===== config.mk =====
export PLATFORM = sky130hd
export DESIGN_NAME = rob
export DESIGN_NICKNAME = d
export VERILOG_FILES = /design/src/rtl/rob.sv
export SDC_FILE = /design/constraint.sdc
export NUM_CORES = 2
export LEC_CHECK = 0
export BUFFER_PORTS_ARGS = -buffer_cell sky130_fd_sc_hd__buf_4
export CORE_MARGIN = 2
export CORE_UTILIZATION = 55
export DETAILED_ROUTE_END_ITERATION = 10
export PLACE_DENSITY = 0.77
export SLEW_MARGIN = 40
export SYNTH_ARGS = -nofsm -noshare
export SYNTH_HDL_FRONTEND = slang
export SYNTH_SLANG_ARGS = --single-unit
export TNS_END_PERCENT = 20

===== constraint.sdc =====
create_clock -name clk_in -period 2.75 [get_ports clk_in]
set_clock_uncertainty 0.2 [all_clocks]
set_input_delay 0.275 -clock clk_in [delete_from_list [all_inputs] [get_ports clk_in]]
set_output_delay 0.275 -clock clk_in [all_outputs]
set_load 0.02 [all_outputs]

===== src/rtl/rob.sv =====
// Reorder buffer: a circular queue that accepts issues at the tail and collects
// writebacks. It retires strictly in order from the head and flushes on a mispredict.
module rob #(
    parameter int ROB_BIT = 3
) (
    input  logic               clk_in,
    input  logic               rst_in,
    input  logic               rdy_in,

    input  logic               issue_valid,
    input  logic               issue_has_rd,
    input  logic [4:0]         issue_rd,
    output logic               full,
    output logic [ROB_BIT-1:0] issue_rob_entry,
    output logic               rob_issue_reg,
    output logic [4:0]         issue_reg_id,

    input  logic               wb_valid,
    input  logic [ROB_BIT-1:0] wb_rob_entry,
    input  logic [31:0]        wb_value,
    input  logic               wb_redirect,
    input  logic [31:0]        wb_pc,

    output logic               rob_commit_reg,
    output logic [4:0]         commit_reg_id,
    output logic [31:0]        commit_reg_data,
    output logic [ROB_BIT-1:0] commit_rob_entry,

    output logic               rob_clear_up,
    output logic [31:0]        clear_pc,

    input  logic [ROB_BIT-1:0] get_rob_entry1,
    input  logic [ROB_BIT-1:0] get_rob_entry2,
    output logic               ready1,
    output logic [31:0]        value1,
    output logic               ready2,
    output logic [31:0]        value2
);

    localparam int ROB_SIZE = 1 << ROB_BIT;
    localparam logic [ROB_BIT:0] FULL_COUNT = {1'b1, {ROB_BIT{1'b0}}};

    logic [ROB_SIZE-1:0] busy;
    logic [ROB_SIZE-1:0] ready;
    logic [ROB_SIZE-1:0] has_rd;
    logic [ROB_SIZE-1:0] redirect;
    logic [4:0]          rd     [ROB_SIZE];
    logic [31:0]         value  [ROB_SIZE];
    logic [31:0]         target [ROB_SIZE];

    logic [ROB_BIT-1:0]  head;
    logic [ROB_BIT-1:0]  tail;
    logic [ROB_BIT:0]    count;

    logic issue_do;
    logic commit_do;
    logic wb_do;
    logic flush;

    // Full reflects the pre-commit occupancy, so a retiring cycle still rejects issue.
    assign full      = (count == FULL_COUNT);
    assign issue_do  = rdy_in && issue_valid && !full && !rob_clear_up;
    assign commit_do = rdy_in && busy[head] && ready[head] && !rob_clear_up;
    assign wb_do     = rdy_in && wb_valid && busy[wb_rob_entry] && !rob_clear_up;
    assign flush     = commit_do && redirect[head];

    assign issue_rob_entry = tail;
    assign rob_issue_reg   = issue_do && issue_has_rd && (issue_rd != 5'd0);
    assign issue_reg_id    = issue_rd;

    assign rob_commit_reg   = commit_do && has_rd[head] && (rd[head] != 5'd0);
    assign commit_reg_id    = commit_do ? rd[head]    : 5'd0;
    assign commit_reg_data  = commit_do ? value[head] : 32'd0;
    assign commit_rob_entry = commit_do ? head        : '0;

    // Writeback on the bus is forwarded ahead of the stored copy.
    always_comb begin
        ready1 = 1'b1;
        value1 = value[get_rob_entry1];
        if (wb_valid && (wb_rob_entry == get_rob_entry1)) begin
            value1 = wb_value;
        end else if (busy[get_rob_entry1]) begin
            ready1 = ready[get_rob_entry1];
        end
    end

    always_comb begin
        ready2 = 1'b1;
        value2 = value[get_rob_entry2];
        if (wb_valid && (wb_rob_entry == get_rob_entry2)) begin
            value2 = wb_value;
        end else if (busy[get_rob_entry2]) begin
            ready2 = ready[get_rob_entry2];
        end
    end

    always_ff @(posedge clk_in or negedge rst_in) begin
        if (!rst_in) begin
            busy         <= '0;
            ready        <= '0;
            has_rd       <= '0;
            redirect     <= '0;
            head         <= '0;
            tail         <= '0;
            count        <= '0;
            rob_clear_up <= 1'b0;
            clear_pc     <= 32'd0;
            for (int i = 0; i < ROB_SIZE; i++) begin
                rd[i]     <= 5'd0;
                value[i]  <= 32'd0;
                target[i] <= 32'd0;
            end
        end else if (rdy_in) begin
            if (wb_do) begin
                ready[wb_rob_entry]    <= 1'b1;
                value[wb_rob_entry]    <= wb_value;
                redirect[wb_rob_entry] <= wb_redirect;
                target[wb_rob_entry]   <= wb_pc;
            end
            if (issue_do) begin
                busy[tail]     <= 1'b1;
                ready[tail]    <= 1'b0;
                redirect[tail] <= 1'b0;
                value[tail]    <= 32'd0;
                has_rd[tail]   <= issue_has_rd;
                rd[tail]       <= issue_rd;
                tail           <= tail + ROB_BIT'(1);
            end
            if (commit_do) begin
                busy[head] <= 1'b0;
                head       <= head + ROB_BIT'(1);
            end
            case ({issue_do, commit_do})
                2'b10:   count <= count + (ROB_BIT+1)'(1);
                2'b01:   count <= count - (ROB_BIT+1)'(1);
                default: count <= count;
            endcase
            rob_clear_up <= flush;
            // A mispredict retires its own destination, then drops everything younger.
            if (flush) begin
                busy     <= '0;
                head     <= '0;
                tail     <= '0;
                count    <= '0;
                clear_pc <= target[head];
            end
        end
    end

endmodule


After elaboration in Yosys (flattened, before gate mapping)
Index checks and enable logic that the tools add are counted.

cells by class
  mux-type cells = 78
  equality and inequality tests = 5
  bitwise logic cells = 14
  magnitude comparators = 15
  add/sub/neg operators = 4
  reductions and logical operators = 34

operator list
  kind                                                        number
  2-to-1 mux 256 bit                                          3
  bitwise mux 256 bit                                         2
  2-to-1 mux 32 bit                                           13
  binary-select mux 32 bit (select 3 bit)                     4
  bitwise AND 256 bit                                         1
  inverter 256 bit                                            1
  demux 32 bit (select 3 bit)                                 2
  2-to-1 mux 8 bit                                            10
  bitwise mux 40 bit                                          1
  binary-select mux 1 bit (select 3 bit)                      9
  bitwise AND 8 bit                                           3
  logical AND 1 bit                                           21
  greater-or-equal comparator 4 bit, second input constant    5
  less-than comparator 3 x 4 -> 1 bit, second input constant  5
  2-to-1 mux 5 bit                                            4
  inverter 3 -> 4 bit                                         5
  bitwise mux 8 bit                                           2
  2-to-1 mux 1 bit                                            16
  inverter 8 bit                                              2
  bitwise OR 8 bit                                            2
  binary-select mux 5 bit (select 3 bit)                      1
  demux 5 bit (select 3 bit)                                  1
  2-to-1 mux 3 bit                                            5
  AND reduction 2 bit                                         6
  16 further kinds                                            26

storage, ports and cells
  register bits = 627
  output and inout port bits = 150
  bits of input ports = 85
  word-level logic and storage cells = 183

Depth between registers and ports, before layout
  depth in word-level cells = 10
  depth in mapped cells = 12
  depth with buffers taken out = 10

Least setup slack after synthesis
Ideal clock, no wire load.

  path type = reg2reg
  start = reg head[0]
  end = reg count[3]
  path buffers = 1
  slack = -0.067 ns
  setup time = 0.069 ns
  stages on the path, launching flop included = 12
  data arrival time = 2.548 ns
  data required time = 2.481 ns
  period minus slack after synthesis = 2.817 ns
  path through = dfrtp_1 > mux4_2 > mux2_2 > nand4_2 > buf_2 > nor2_1 > ha_1 > o21a_1 > nor2_1 > nand4b_1 > mux2_2 > nand3_1

between the ends
  word-level cells in the longest chain between the ends = 8
  elaborated cells on any way between the ends = 16
  classes of those cells = 2 x eq/ne; 8 x mux; 6 x reduce/logical

ends and longest elaborated chain
  element                                                                          line  text
  start, declared                                                                  51    logic [ROB_BIT-1:0] head;
  start signal, assigned                                                           131   head <= head + ROB_BIT'(1);
  binary-select mux 1 bit (select 3 bit)                                           63    assign commit_do = rdy_in && busy[head] && ready[head] && !rob_clear_up;
  2-to-1 mux 1 bit (implied by the code)                                           63
  logical AND 1 bit (3 in series)                                                  63
  == test 2 x 1 -> 1 bit, or another cell as far along                             133   case ({issue_do, commit_do})
  one-hot mux 4 bit (2 select lines) / nonzero test 3 bit (equally long branches)  -
  2-to-1 mux 4 bit / AND reduction 2 bit (equally long branches)                   -
  end signal, assigned                                                             134   2'b10: count <= count + (ROB_BIT+1)'(1);
  end signal, assigned                                                             135   2'b01: count <= count - (ROB_BIT+1)'(1);
  end signal, assigned                                                             136   default: count <= count;
  end, declared                                                                    53    logic [ROB_BIT:0] count;

Parallel ways exist; a longest one is shown, timed or not. The select of a mux whose other input is x is not followed.
A chain may end at the register's enable or synchronous reset.

Worst setup path in the final report
  start = reg head[0]
  end = out commit_reg_data[3]

between the ends
  word-level cells in the longest chain between the ends = 6
  elaborated cells on any way between the ends = 12
  classes of those cells = 8 x mux; 1 x bitwise; 3 x reduce/logical

ends and longest elaborated chain
  element                                 line  text
  binary-select mux 1 bit (select 3 bit)  63
  2-to-1 mux 1 bit (implied by the code)  63
  logical AND 1 bit (3 in series)         63
  2-to-1 mux 32 bit (*)                   73    assign commit_reg_data = commit_do ? value[head] : 32'd0;
  end, declared                           26    output logic [31:0] commit_reg_data,

Every way passes the cells marked *; elsewhere a longest branch is shown, timed or not. The select of a mux whose other input is x is not followed.

==> summary.md <==
| Metric | Value |
|---|---|
| Number of cells produced by synthesis | `3202` |
| Global Route Usage Sum | `~34%` |
| WP data arrival | `about 2.7 ns` |
| Internal | `around 23 mW` |
| Vertical die dimension | `255.4 um` |
| Mean number of vias per cell | `between 6 and 7` |
| FILL cells | `4562` |
| Number of cell rows | `92` |
| Switching power share of the total | `between 30 and 40%` |
| 1st-pass router iterations | `8` |
| Total via count after detailed routing | `approximately 28000` |
| Syn nets | `~3300` |
| Startpoint class of the critical path | `flop` |
| Post-synthesis instance area | `34760 um2` |
| Worst r2r path cells | `10` |
| Area of the die | `around 65000 um2` |
| Proportion of power drawn by the clock network | `26.2%` |
| Sequential cell area in the final layout | `approximately 16000 um2` |
| Depth of the worst hold-timing path | `5` |
| Final number of hold-violating endpoints | `1` |
| Layout cell share with drive strength beyond 1 | `between 20 and 30%` |
| Sequential cell area fraction in the yosys report | `between 40% and 50%` |
| CTS Buf Count | `approximately 70` |
| Reg-to-reg setup timing slack | `-0.08 ns` |
| WS Path Type | `reg -> out` |
| Ports placed on the boundary | `~240` |
| Total wirelength of the detailed-routed design | `~110000 um` |
| Number of synthesized register bits | `627` |
| Endpoints failing setup | `42` |
| Via count of the first global-routing pass | `between 20000 and 30000` |
| Outcome | `complete, but fails checks` |
| Worst EP required | `around 2.3 ns` |
| Detailed-route wire length per cell | `between 20 and 30 um` |
| P_leak | `between 15 and 20 nW` |
| HPWL after detailed placement | `between 60000 and 70000 um` |
| Clock tree root driver cell | `sky130_fd_sc_hd__clkbuf_16` |
| Terminating pin of the worst hold path | `issue_rob_entry[1]` |
| VDD IR-drop max | `approximately 0.6 mV` |
| Remaining antenna violation count | `0` |
| Clock period minus worst slack | `around 3.1 ns` |
| Ys async rst share | `100.0%` |
| CTS sink cnt | `between 600 and 700` |
| Kind of path behind the tightest hold check | `in -> reg` |
| Terminus of the critical flop-to-flop path | `count[3]` |
| Sequential share of power | `39.1%` |
| Crit end category | `output pin` |
| Clock-pin slew of the registers on the worst-case setup and hold paths | `~0.06 ns` |
| Floorplan die width | `255.4 um` |
| Synth-to-Final Area Change | `18.58%` |
| Maximum number of pins on one net before global-route repair | `96` |
| Final Slew Violations | `0` |
| Cell area power density | `between 800 and 900 nW/um2` |
| First-pass GRT wire length | `approximately 170000 um` |
| Design area | `41210 um2` |
| Relative contribution of combinational cells to total power | `a little over a third` |
| Post-Place Worst Slack | `about 0.013 ns` |
| Buffers on Ports | `around 230` |
| Net load switching power | `~12 mW` |
| Worst hold slack across all endpoints | `-0.01770 ns` |
| Main synth FF type | `sky130_fd_sc_hd__dfrtp_1` |
| Number of distinct library cells after synthesis | `just under 70` |
| Final estimated routing congestion in global placement | `roughly 0.9` |
| Multi-input combinational cell area | `around 18000 um2` |
| Timing-limited maximum frequency | `around 0.32 GHz` |
| CTS tree | `done` |
| Slew at the pin closest to its max-slew limit | `between 0.7 and 0.8 ns` |
| Max Fanout on Critical Path | `19` |
| Worst hold path startpoint | `issue_valid` |
| CORE AREA | `roughly 63000 um2` |
| Final critical-path share of the clock period | `113.9%` |
| Aggregate negative setup slack | `-13.68 ns` |
| DRC violation count after routing | `0` |
| Slew HR | `between 40% and 50%` |
| Number of max-cap violations | `0` |
| Initial antenna violation count | `7` |
| Post-synth EDFFs | `0` |
| Final-stage net count | `3492` |
| Initial drt markers | `about 3500` |
| Violated checks | `hold timing, setup timing` |
| Starting density of the core | `a little under three fifths` |
| Worst-skew pair later-pin latency | `a little over 0.6 ns` |
| Clock Path Buffers | `3` |
| Number of H-tree levels | `3` |
| Syn_area_per_cell | `between 10 and 15 um2` |
| Source of the worst register-to-register timing path | `head[0]` |
| Synth Warn # | `0` |
| Placed instance area | `about 38000 um2` |
| Unrepaired setup endpoints after global routing | `yes` |
| Total global routing overflow | `0` |
| Post-route worst setup slack | `-0.3832 ns` |
[timing repair]
item / CTS / global route
setup endpoints to repair: 42 / 118
hold buffers: 41 / 0
resized for setup: 23 / 58
buffers inserted: 1 / 7
cloned: 2 / 3
pin swaps: 3 / 2
hold endpoints to repair: 839 / 0
[critical path: stages (launching register included)]
cell                      delay [ns]
sky130_fd_sc_hd__dfrtp_4        0.47
sky130_fd_sc_hd__mux4_2         0.52
sky130_fd_sc_hd__mux2_4         0.31
sky130_fd_sc_hd__nand4_4        0.15
sky130_fd_sc_hd__buf_12         0.18
sky130_fd_sc_hd__buf_12         0.18
sky130_fd_sc_hd__a21oi_2        0.06
sky130_fd_sc_hd__buf_4          0.16
[per-layer routing]
metal  up-vias  GRT usage (%)  wire length, um
li1      11774              -                -
met5         -         0.5848               47
met1     14206          43.89            41180
met2      1942          53.71            52520
met4         8          16.36             5584
met3       436          8.819            12120
[worst max-delay path by stage]
stage,start,endpoint,slack [ns]
after global placement,head[0],count[3],0.03
after global routing,head[0],commit_reg_data[3],-0.46
after detailed placement,head[0],count[3],0.01
after CTS,head[0],rob_commit_reg,-0.37
final,head[0],commit_reg_data[3],-0.38
after floorplan,head[0],count[3],0.005
[metrics by stage]
step	power (mW)	std cells	utilization [%]
after global placement	24.26	4124	60.70
after global routing	36.02	4302	65.69
after detailed placement	24.67	4124	60.70
final	34.62	4304	65.69
after floorplan	20.83	3202	-
after CTS	34.01	4290	65.06
[cells by family (layout without fill, tap and decap cells)]
group	count (synthesis)	after routing	share of synthesized area [%]
other cells	0	4	0
compound gates	605	605	9.093
buf+inv	328	580	4.363
simple gates	1063	1063	12.92
mux	564	564	28.06
flops	627	627	45.14
xor+xnor	11	11	0.2772
fa+ha+maj	4	4	0.1440
[layout by cell type (no fill, tap or decap), types with 4 or more instances in the layout]
master,instances
sky130_fd_sc_hd__nand3_1,139
sky130_fd_sc_hd__o21ai_1,5
sky130_fd_sc_hd__mux4_2,274
sky130_fd_sc_hd__nand2_1,737
sky130_fd_sc_hd__mux2_4,121
sky130_fd_sc_hd__dfrtp_1,624
sky130_fd_sc_hd__clkbuf_16,73
sky130_fd_sc_hd__buf_4,326
sky130_fd_sc_hd__buf_12,52
sky130_fd_sc_hd__mux2_2,56
sky130_fd_sc_hd__buf_6,21
sky130_fd_sc_hd__nor2_1,94
sky130_fd_sc_hd__inv_1,7
sky130_fd_sc_hd__clkbuf_1,19
sky130_fd_sc_hd__a21oi_4,9
sky130_fd_sc_hd__and2_1,36
sky130_fd_sc_hd__nor2_8,4
sky130_fd_sc_hd__o21ai_0,205
sky130_fd_sc_hd__diode_2,4
sky130_fd_sc_hd__a21oi_2,17
sky130_fd_sc_hd__dlygate4sd3_1,40
sky130_fd_sc_hd__clkbuf_8,10
sky130_fd_sc_hd__clkinv_2,12
sky130_fd_sc_hd__a21oi_1,342
sky130_fd_sc_hd__mux2i_1,107
sky130_fd_sc_hd__nand2b_1,9
sky130_fd_sc_hd__nor2b_1,7
sky130_fd_sc_hd__inv_6,5
sky130_fd_sc_hd__xnor2_1,10
sky130_fd_sc_hd__ha_1,4
[area by class of cell]
type	count	share of cell area, %
Antenna cell	4	0.02429
Clock buffer	99	4.757
Clock inverter	23	0.4918
Inverter	9	0.09411
Multi-Input combinational cell	2247	43.42
Sequential cell	627	38.09
Tap cell	846	2.568
Timing Repair Buffer	449	10.56
[Yosys cell counts, drive strengths merged (7+ instances only)]
cell / n / share of area (%)
and2: 36 / 0.65
mux2i: 111 / 3.2
nor2: 103 / 1.3
o21ai: 210 / 3.0
clkbuf: 161 / 1.8
mux2: 179 / 7.1
nand3: 140 / 2.0
nand2: 740 / 8.0
dfrtp: 627 / 45
buf: 158 / 2.5
xnor2: 10 / 0.25
a21oi: 368 / 5.3
nand2b: 9 / 0.16
inv: 8 / 0.086
nor2b: 7 / 0.13
mux4: 274 / 18
[sequential cells by signal, indices dropped and copies added, names as in the netlist, 3 cells and up]
signal           count
busy                 8
count                4
issue_rob_entry      3
value              256
target             256
clear_pc            32
ready                8
head                 3
rd                  40
redirect             8
has_rd               8
[power groups by stage]
stage          clock, mW  sequential (mW)  combinational [mW]
6_report            9.06             13.5                12.0
4_1_cts             9.10             13.4                11.5
5_1_grt             9.49             13.7                12.8
3_5_place_dp           0             13.5                11.2
3_3_place_gp           0             13.4                10.9
2_1_floorplan          0             12.8                7.99
(Power assumes the default switching activity.)
